`src/rtl/frec_div_ctrl.sv`:
```
// frec_div_ctrl: run/stop and boundary-synchronised reconfiguration controller for a toggle clock divider
module frec_div_ctrl #(
    parameter int WIDTH       = 6,
    parameter int DEFAULT_DIV = 49
) (
    input  logic             CLK,
    input  logic             Reset,
    input  logic             Enable,
    input  logic [WIDTH-1:0] Div_In,
    input  logic             Load_Req,
    output logic             Load_Ack,
    output logic             Pending,
    output logic             Running,
    output logic             Tick,
    output logic             DivCLK
);
    typedef enum logic [1:0] {IDLE = 2'd0, RUN = 2'd1, STOP = 2'd2} state_t;
    state_t           state_q;
    logic [WIDTH-1:0] q_q;
    logic [WIDTH-1:0] div_q;
    logic [WIDTH-1:0] shadow_q;
    logic             divclk_q;
    logic             tick_q;
    logic             ack_q;
    logic             pend_q;
    logic             wrap;
    logic             capture;
    logic             apply;
    // A wrap is a period boundary; the divisor may only change there (or in IDLE) so q never exceeds it
    assign wrap    = (state_q != IDLE) && (q_q == div_q);
    assign capture = Load_Req && !pend_q && !ack_q;
    assign apply   = pend_q && ((state_q == IDLE) || wrap);
    assign Load_Ack = ack_q;
    assign Pending  = pend_q;
    assign Running  = (state_q != IDLE);
    assign Tick     = tick_q;
    assign DivCLK   = divclk_q;
    // Run/stop FSM, divider counter and divisor load handshake
    always_ff @(posedge CLK or negedge Reset) begin
        if (!Reset) begin
            state_q  <= IDLE;
            q_q      <= '0;
            div_q    <= WIDTH'(DEFAULT_DIV);
            shadow_q <= '0;
            divclk_q <= 1'b0;
            tick_q   <= 1'b0;
            ack_q    <= 1'b0;
            pend_q   <= 1'b0;
        end else begin
            tick_q <= wrap;
            ack_q  <= apply;
            pend_q <= capture || (pend_q && !apply);
            if (capture) shadow_q <= Div_In;
            if (apply) div_q <= shadow_q;
            case (state_q)
                IDLE: begin
                    q_q      <= '0;
                    divclk_q <= 1'b0;
                    if (Enable) state_q <= RUN;
                end
                RUN: begin
                    q_q <= wrap ? '0 : q_q + WIDTH'(1);
                    if (wrap) divclk_q <= ~divclk_q;
                    if (!Enable) state_q <= STOP;
                end
                STOP: begin
                    q_q <= wrap ? '0 : q_q + WIDTH'(1);
                    if (Enable) begin
                        state_q <= RUN;
                        if (wrap) divclk_q <= ~divclk_q;
                    end else if (wrap) begin
                        divclk_q <= 1'b0;
                        state_q  <= IDLE;
                    end
                end
                default: state_q <= IDLE;
            endcase
        end
    end
endmodule

```
`config.mk`:
```
export PLATFORM = sky130hd
export DESIGN_NAME = frec_div_ctrl
export DESIGN_NICKNAME = d
export VERILOG_FILES = /design/src/rtl/frec_div_ctrl.sv
export SDC_FILE = /design/constraint.sdc
export NUM_CORES = 1
export LEC_CHECK = 0
export CAP_MARGIN = 0
export CELL_PAD_IN_SITES_DETAIL_PLACEMENT = 1
export CELL_PAD_IN_SITES_GLOBAL_PLACEMENT = 2
export CORE_UTILIZATION = 30
export DETAILED_ROUTE_END_ITERATION = 10
export PLACE_DENSITY_LB_ADDON = 0.1
export SLEW_MARGIN = 20
export SYNTH_ARGS = -nofsm -noshare
export SYNTH_HDL_FRONTEND = slang
export SYNTH_SLANG_ARGS = --single-unit
```
`constraint.sdc`:
```
create_clock -name CLK -period 1.9 [get_ports CLK]
set_clock_uncertainty 0.15 [all_clocks]
set_input_delay 0.38 -clock CLK [delete_from_list [all_inputs] [get_ports CLK]]
set_output_delay 0.38 -clock CLK [all_outputs]
set_load 0.03 [all_outputs]
```
==> impl_results.md, run 1 <==
- Share of the clock period used by the worst path after layout: 103%
- Number of enable flip-flop cells after synthesis: 0
- Sum of net half-perimeters after detailed placement: 1.88 mm
- Clock sinks: 24
- Total GRT Usage: 13.9%
- Synthesis warning total: 0
- Unrepaired setup endpoints after global routing: true
- Kind of start point of the critical path: register
- Max VDD drop: 0.000741 V
- Post-synthesis net count: 124
- Setup TNS: -0.134 ns
- Starting density of the core: 32.2%
- H-tree lvl count: 1
- Power density cells: 1510 nW/um^2
- Post-synth design cell area: 1210 sq um
- Cell area reported after detailed placement: 1500 sq um
- Total I/O pin count: 15
- Ratio of routed vias to standard cells: 4.59
- Count of state elements after synthesis: 24
- Setup-failing EPs final: 5
- Fraction of the yosys area taken by sequential cells: 49.8%
- Proportion of register bits with asynchronous set or reset after synthesis: 100%
- Mean instance size in the synthesized netlist: 11.2 sq um
- Violated checks: setup timing
- Headroom to the max-slew limit: 72.6%
- Clock slew seen by the registers of the worst setup and hold paths: 0.09 ns
- Post-route design area: 1650 sq um
- Antenna diodes: 0
- Top cells by area, synth: sky130_fd_sc_hd__dfrtp_1 (43%), sky130_fd_sc_hd__mux2_4 (7.4%), sky130_fd_sc_hd__dfstp_2 (6.5%)
- Critical Path RT: 1.91 ns
- Gpl congestion: 0.786
- Worst Setup Slack, final: -0.0475 ns
- Longest Clk Path Bufs: 2
- DRC violations left: 0
- Final #Nets: 158
- CTS tree: built
- Via count of the first global-routing pass: 949
- Result of the run: finished, violations left
- Routed wire length per instance: 13.4 um
- Share of layout cells above drive strength 1: 34.8%
- Primary FF master, synth: sky130_fd_sc_hd__dfrtp_1
- Congestion Overflow GR: 0
- Placed cell count: 182
- Actual transition at the worst max-transition pin: 0.409 ns
- CTS buffer count: 3
- Final non-filler cell total: 189
- Area growth syn-to-layout: 35.9%
- Core area: 3770 sq um
- Row cnt: 22
- Initial drt markers: 7
- Pin count of the biggest net entering global routing: 25
- Root buffer cell: sky130_fd_sc_hd__clkbuf_8
- Cell type contributing the most total cell area after synthesis: sky130_fd_sc_hd__dfrtp_1
- Largest driver fanout on the critical path: 7
- Critical Path Sink Type: register
- Minimum clock period after layout: 1.95 ns
- Ranking of synthesized cells by instance count: sky130_fd_sc_hd__dfrtp_1 (21), sky130_fd_sc_hd__nand2_1 (11), sky130_fd_sc_hd__inv_1 (9)
- Total number of vias: 868
- HP Class: in2async
- Final hold viol count: 0
- Cell count after synthesis: 108
- Startpoint-to-endpoint class of the critical path: reg2reg
- Fill cell count: 397
- Area enclosed by the die boundary: 4300 sq um
- Worst-skew pair later-pin latency: 0.28 ns
- Synth cell types: 29
- Final Routed Wirelength: 2.53 mm
- Global-route wire length before repair: 4.46 mm
- IO buf count: 14
- Fin. max-slew vios: 0
- Height of the die: 65.6 um
- Worst EP arrival: 1.96 ns
- Highest clock rate: 0.513 GHz
- Share of the synthesized area in the top cell type: 43.3%
- Number of violations of the max-capacitance limit: 0
- Worst-case reg-to-reg path depth: 5
- Antenna violations before repair: 0
- Die Span X: 65.6 um
- Antenna viol nets, final: 0
- Most frequently used cell type in the post-synthesis netlist: sky130_fd_sc_hd__dfrtp_1
- Static leakage: 0.775 nW
- Drt first pass iters: 2
-- cell type report --
| class | instances | area [sq um] | share of cell area, % |
|---|---|---|---|
| clock buffer | 3 | 41.3 | 2.50 |
| clock inverter | 1 | 30.0 | 1.82 |
| inverter | 9 | 33.8 | 2.05 |
| multi-input combinational | 73 | 613 | 37.2 |
| sequential | 24 | 604 | 36.6 |
| tap | 48 | 60.1 | 3.64 |
| timing repair buffer | 31 | 267 | 16.2 |
-- logic make-up (layout without fill, tap and decap cells) --
group | after synthesis | after routing | share of synthesized area (%)
simple gates | 29 | 29 | 12.2
flops | 24 | 24 | 49.8
compound gates | 19 | 19 | 9.69
mux | 13 | 13 | 13.8
buf+inv | 11 | 44 | 4.02
fa+ha+maj | 6 | 6 | 6.19
xor+xnor | 6 | 6 | 4.33
-- stage by stage --
| step | worst slack (ns) | utilization (%) | total power, mW | hold WS [ns] |
|---|---|---|---|---|
| after floorplan | 0.0134 | - | 1.57 | -0.0656 |
| after global placement | -0.0778 | 39.8 | 1.88 | 0.348 |
| after detailed placement | -0.140 | 39.8 | 1.91 | 0.351 |
| after CTS | -0.0720 | 43.0 | 2.48 | 0.318 |
| after global routing | -0.162 | 43.7 | 2.69 | 0.331 |
| final | -0.0475 | 43.7 | 2.49 | 0.302 |
-- critical path: stages (launching register included) --
cell,delay (ns)
sky130_fd_sc_hd__dfstp_2,0.54
sky130_fd_sc_hd__xor2_1,0.09
sky130_fd_sc_hd__nor4_4,0.37
sky130_fd_sc_hd__nand2_2,0.10
sky130_fd_sc_hd__a21bo_4,0.28
sky130_fd_sc_hd__mux2_4,0.31
-- cells in the final DEF (no fill, tap or decap), types with 2 or more instances in the layout --
cell / synthesis / layout
sky130_fd_sc_hd__nor3_1: 3 / 3
sky130_fd_sc_hd__clkdlybuf4s50_1: 0 / 11
sky130_fd_sc_hd__mux2_2: 6 / 6
sky130_fd_sc_hd__o21ai_0: 7 / 6
sky130_fd_sc_hd__inv_1: 9 / 8
sky130_fd_sc_hd__nand2_1: 11 / 9
sky130_fd_sc_hd__nor2_1: 6 / 6
sky130_fd_sc_hd__a21oi_1: 5 / 3
sky130_fd_sc_hd__dfrtp_1: 21 / 21
sky130_fd_sc_hd__buf_4: 0 / 18
sky130_fd_sc_hd__mux2_4: 6 / 6
sky130_fd_sc_hd__dfstp_2: 3 / 3
sky130_fd_sc_hd__nand3_1: 3 / 2
sky130_fd_sc_hd__a21oi_2: 0 / 2
sky130_fd_sc_hd__ha_1: 6 / 6
sky130_fd_sc_hd__xor2_1: 6 / 5
sky130_fd_sc_hd__clkbuf_8: 0 / 3
-- power by group --
group,total (mW),switching [mW],internal [mW]
Clock,0.461,0.179,0.282
Sequential,0.862,0.134,0.729
Combinational,1.17,0.552,0.616
Total,2.49,0.865,1.63
-- metal layers --
metal | GRT usage, % | wire length, um
met4 | 4.08 | 26
met1 | 18.9 | 1230
met2 | 21.1 | 1160
met3 | 4.34 | 113
met5 | 0 | 0
-- timing repair --
| action | CTS | global route |
|---|---|---|
| endpoints found under the hold margin | 0 | 0 |
| gates cloned | 0 | 0 |
| resized for setup | 8 | 8 |
| hold buffers | 0 | 0 |
| buffers inserted | 3 | 0 |
| pin swaps | 4 | 6 |
| setup endpoints to repair | 8 | 17 |
-- state kept, by name, summed over array words and instances (netlist names) --
name and count:
Tick 1, Load_Ack 1, div_q 6, q_q 6, Pending 1, state_q 2
shadow_q 6, DivCLK 1
-- path summary, 6_finish.rpt --
path	startpoint	end	slack [ns]
worst max-delay path	div_q[4]	div_q[1]	-0.05
worst min-delay path	Reset	q_q[3]	0.30
worst max register to register	div_q[4]	div_q[1]	-0.05
worst min register to register	shadow_q[0]	div_q[0]	0.36
max in group asynchronous	Reset	div_q[4]	0.99
min in group CLK	shadow_q[0]	div_q[0]	0.36
No activity file was read; power rests on OpenSTA's default activity.
==> run 2, diff against run 1 <==
- CORE_ASPECT_RATIO: default -> 0.7
==> impl_results.md, run 2 (synthesis results as in run 1) <==
- Antenna diodes: 0 (unchanged)
- Worst-case hold slack: 0.314 ns (+0.0116 ns)
- Pin count of the biggest net entering global routing: 25 (unchanged)
- Largest driver fanout on the critical path: 7 (unchanged)
- Commonest cells after routing, fill and taps aside: sky130_fd_sc_hd__dfrtp_1 (21), sky130_fd_sc_hd__buf_4 (17), sky130_fd_sc_hd__clkdlybuf4s50_1 (12)
- Final #Nets: 157 (-0.63%)
- CTS tree: built
- Initial drt markers: 22 (+15)
- Worst Setup Slack, final: -0.0475 ns (+0.0000495 ns)
- Met3 layer usage reported by global route: 3.47% (-0.87 points)
- Area enclosed by the die boundary: 4310 sq um (about the same)
- Antenna viol nets, final: 0 (unchanged)
- Area growth syn-to-layout: 33.6%
- Final Routed Wirelength: 2.51 mm (-0.48%)
- Antenna violations before repair: 0 (unchanged)
- CTS buffer count: 3 (unchanged)
- Worst EP arrival: 1.96 ns (about the same)
- HP Class: in2async
- Starting density of the core: 32.9% (+0.68 points)
- Reg2Reg Setup Slack: -0.05 ns (about the same)
- Kind of start point of the critical path: register
- DRC violations left: 0 (unchanged)
- Share of the clock period used by the worst path after layout: 102% (about the same)
- Height of the die: 55.2 um (-16%)
- Power density cells: 1510 nW/um^2 (-0.18%)
- Critical Path RT: 1.91 ns (about the same)
- IO buf count: 14 (unchanged)
- Result of the run: finished, violations left
- Total I/O pin count: 15 (unchanged)
- Worst-skew pair later-pin latency: 0.27 ns (about the same)
- Actual transition at the worst max-transition pin: 0.431 ns (+0.0221 ns)
- Clock sinks: 24 (unchanged)
- Registers with the most flip-flops: div_q x6, q_q x6, shadow_q x6
- Core area: 3690 sq um (-2.1%)
- Setup-failing EPs final: 7 (+2)
- Die Span X: 78.0 um (+19%)
- Fin. max-slew vios: 0 (unchanged)
- Max VDD drop: 0.000596 V (-20%)
- Longest Clk Path Bufs: 2 (unchanged)
- Violated checks: setup timing
- Final hold viol count: 0 (unchanged)
- Setup TNS: -0.178 ns (-0.0448 ns)
- Gpl congestion: 0.766 (-2.6%)
- Highest clock rate: 0.513 GHz (about the same)
- Worst setup slack before clock tree synthesis: -0.132 ns (+0.00799 ns)
- Total number of vias: 859 (-1.0%)
- Minimum clock period after layout: 1.95 ns (-0.0000495 ns)
- Top Usage Layer GRT: met2
- Number of violations of the max-capacitance limit: 0 (unchanged)
- Routed wire length per instance: 13.2 um (-1.0%)
- Drt first pass iters: 3 (+1)
- Total chip power: 2.45 mW (-1.8%)
- Total GRT Usage: 13.2% (-0.74 points)
- Met2 capacity usage during global routing: 20.2% (-0.91 points)
- Startpoint-to-endpoint class of the critical path: reg2reg
- Share of layout cells above drive strength 1: 32.1% (-2.6 points)
- Leading cell type in the layout, fill and taps excluded: sky130_fd_sc_hd__dfrtp_1
- Via count of the first global-routing pass: 906 (-4.5%)
- Unrepaired setup endpoints after global routing: true
- H-tree lvl count: 1 (unchanged)
- Congestion Overflow GR: 0 (unchanged)
- Sum of net half-perimeters after detailed placement: 1.93 mm (+2.6%)
- Critical Path Sink Type: register
- Static leakage: 0.776 nW (+0.11%)
- Met1 Track Usage GR: 18.8% (about the same)
- Row cnt: 18 (-18%)
- Global-route wire length before repair: 4.40 mm (-1.2%)
- Headroom to the max-slew limit: 71.3% (-1.4 points)
- Ratio of routed vias to standard cells: 4.52 (-1.6%)
- Clock slew seen by the registers of the worst setup and hold paths: 0.09 ns (about the same)
- Fill cell count: 414 (+4.3%)
- Root buffer cell: sky130_fd_sc_hd__clkbuf_8
[run 2: cell types whose count changed in the layout (fill, tap and decap cells not counted), sizes merged]
cell and change:
buf -1, dlygate4sd2 -1, clkdlybuf4s50 +1
[run 2: critical path, cell delays in order, from the launching register on]
cell,delay [ns]
sky130_fd_sc_hd__dfstp_2,0.55
sky130_fd_sc_hd__xor2_1,0.07
sky130_fd_sc_hd__nor4_2,0.27
sky130_fd_sc_hd__buf_4,0.18
sky130_fd_sc_hd__nand2_4,0.05
sky130_fd_sc_hd__a21bo_4,0.27
sky130_fd_sc_hd__mux2_4,0.30
[run 2: worst paths after layout]
path,startpoint,to,cells after the start
setup reg to reg,div_q[4],div_q[2],6
min in group CLK,shadow_q[5],div_q[5],1
max in group asynchronous,Reset,div_q[5],2
setup / recovery,div_q[4],div_q[2],6
hold / removal,Reset,Tick,2
hold reg to reg,shadow_q[5],div_q[5],1
[run 2: per-stage QoR]
stage	cells	utilization (%)	instance area [sq um]
2_1_floorplan	108	-	1210
3_3_place_gp	184	40.7	1500
3_5_place_dp	184	40.7	1500
4_1_cts	189	43.3	1600
5_1_grt	190	43.9	1620
6_report	190	43.9	1620
[run 2: per-layer routing]
| metal | part of all wire, % | vias to the layer above |
|---|---|---|
| met5 | 0 | - |
| met4 | 0.72 | 0 |
| met3 | 3.5 | 4 |
| met2 | 43 | 12 |
| met1 | 53 | 410 |
| li1 | - | 433 |
[run 2: final cells by class]
class                      instances  area, sq um  area share [%]
clock inverter                     1         30.0            1.85
multi-input combinational         73          589            36.3
sequential                        24          604            37.3
timing repair buffer              30          260            16.0
tap                               50         62.6            3.86
clock buffer                       3         41.3            2.55
inverter                           9         33.8            2.08
[run 2: repair_timing]
item,in CTS,in global routing
setup endpoints to repair,7,17
pin swaps,4,2
resized for setup,4,6
hold buffers,0,0
setup buffers,1,1
[run 2: where the power goes]
part	internal, mW	switching (mW)
registers	0.729	0.131
logic	0.613	0.518
clock network	0.282	0.173
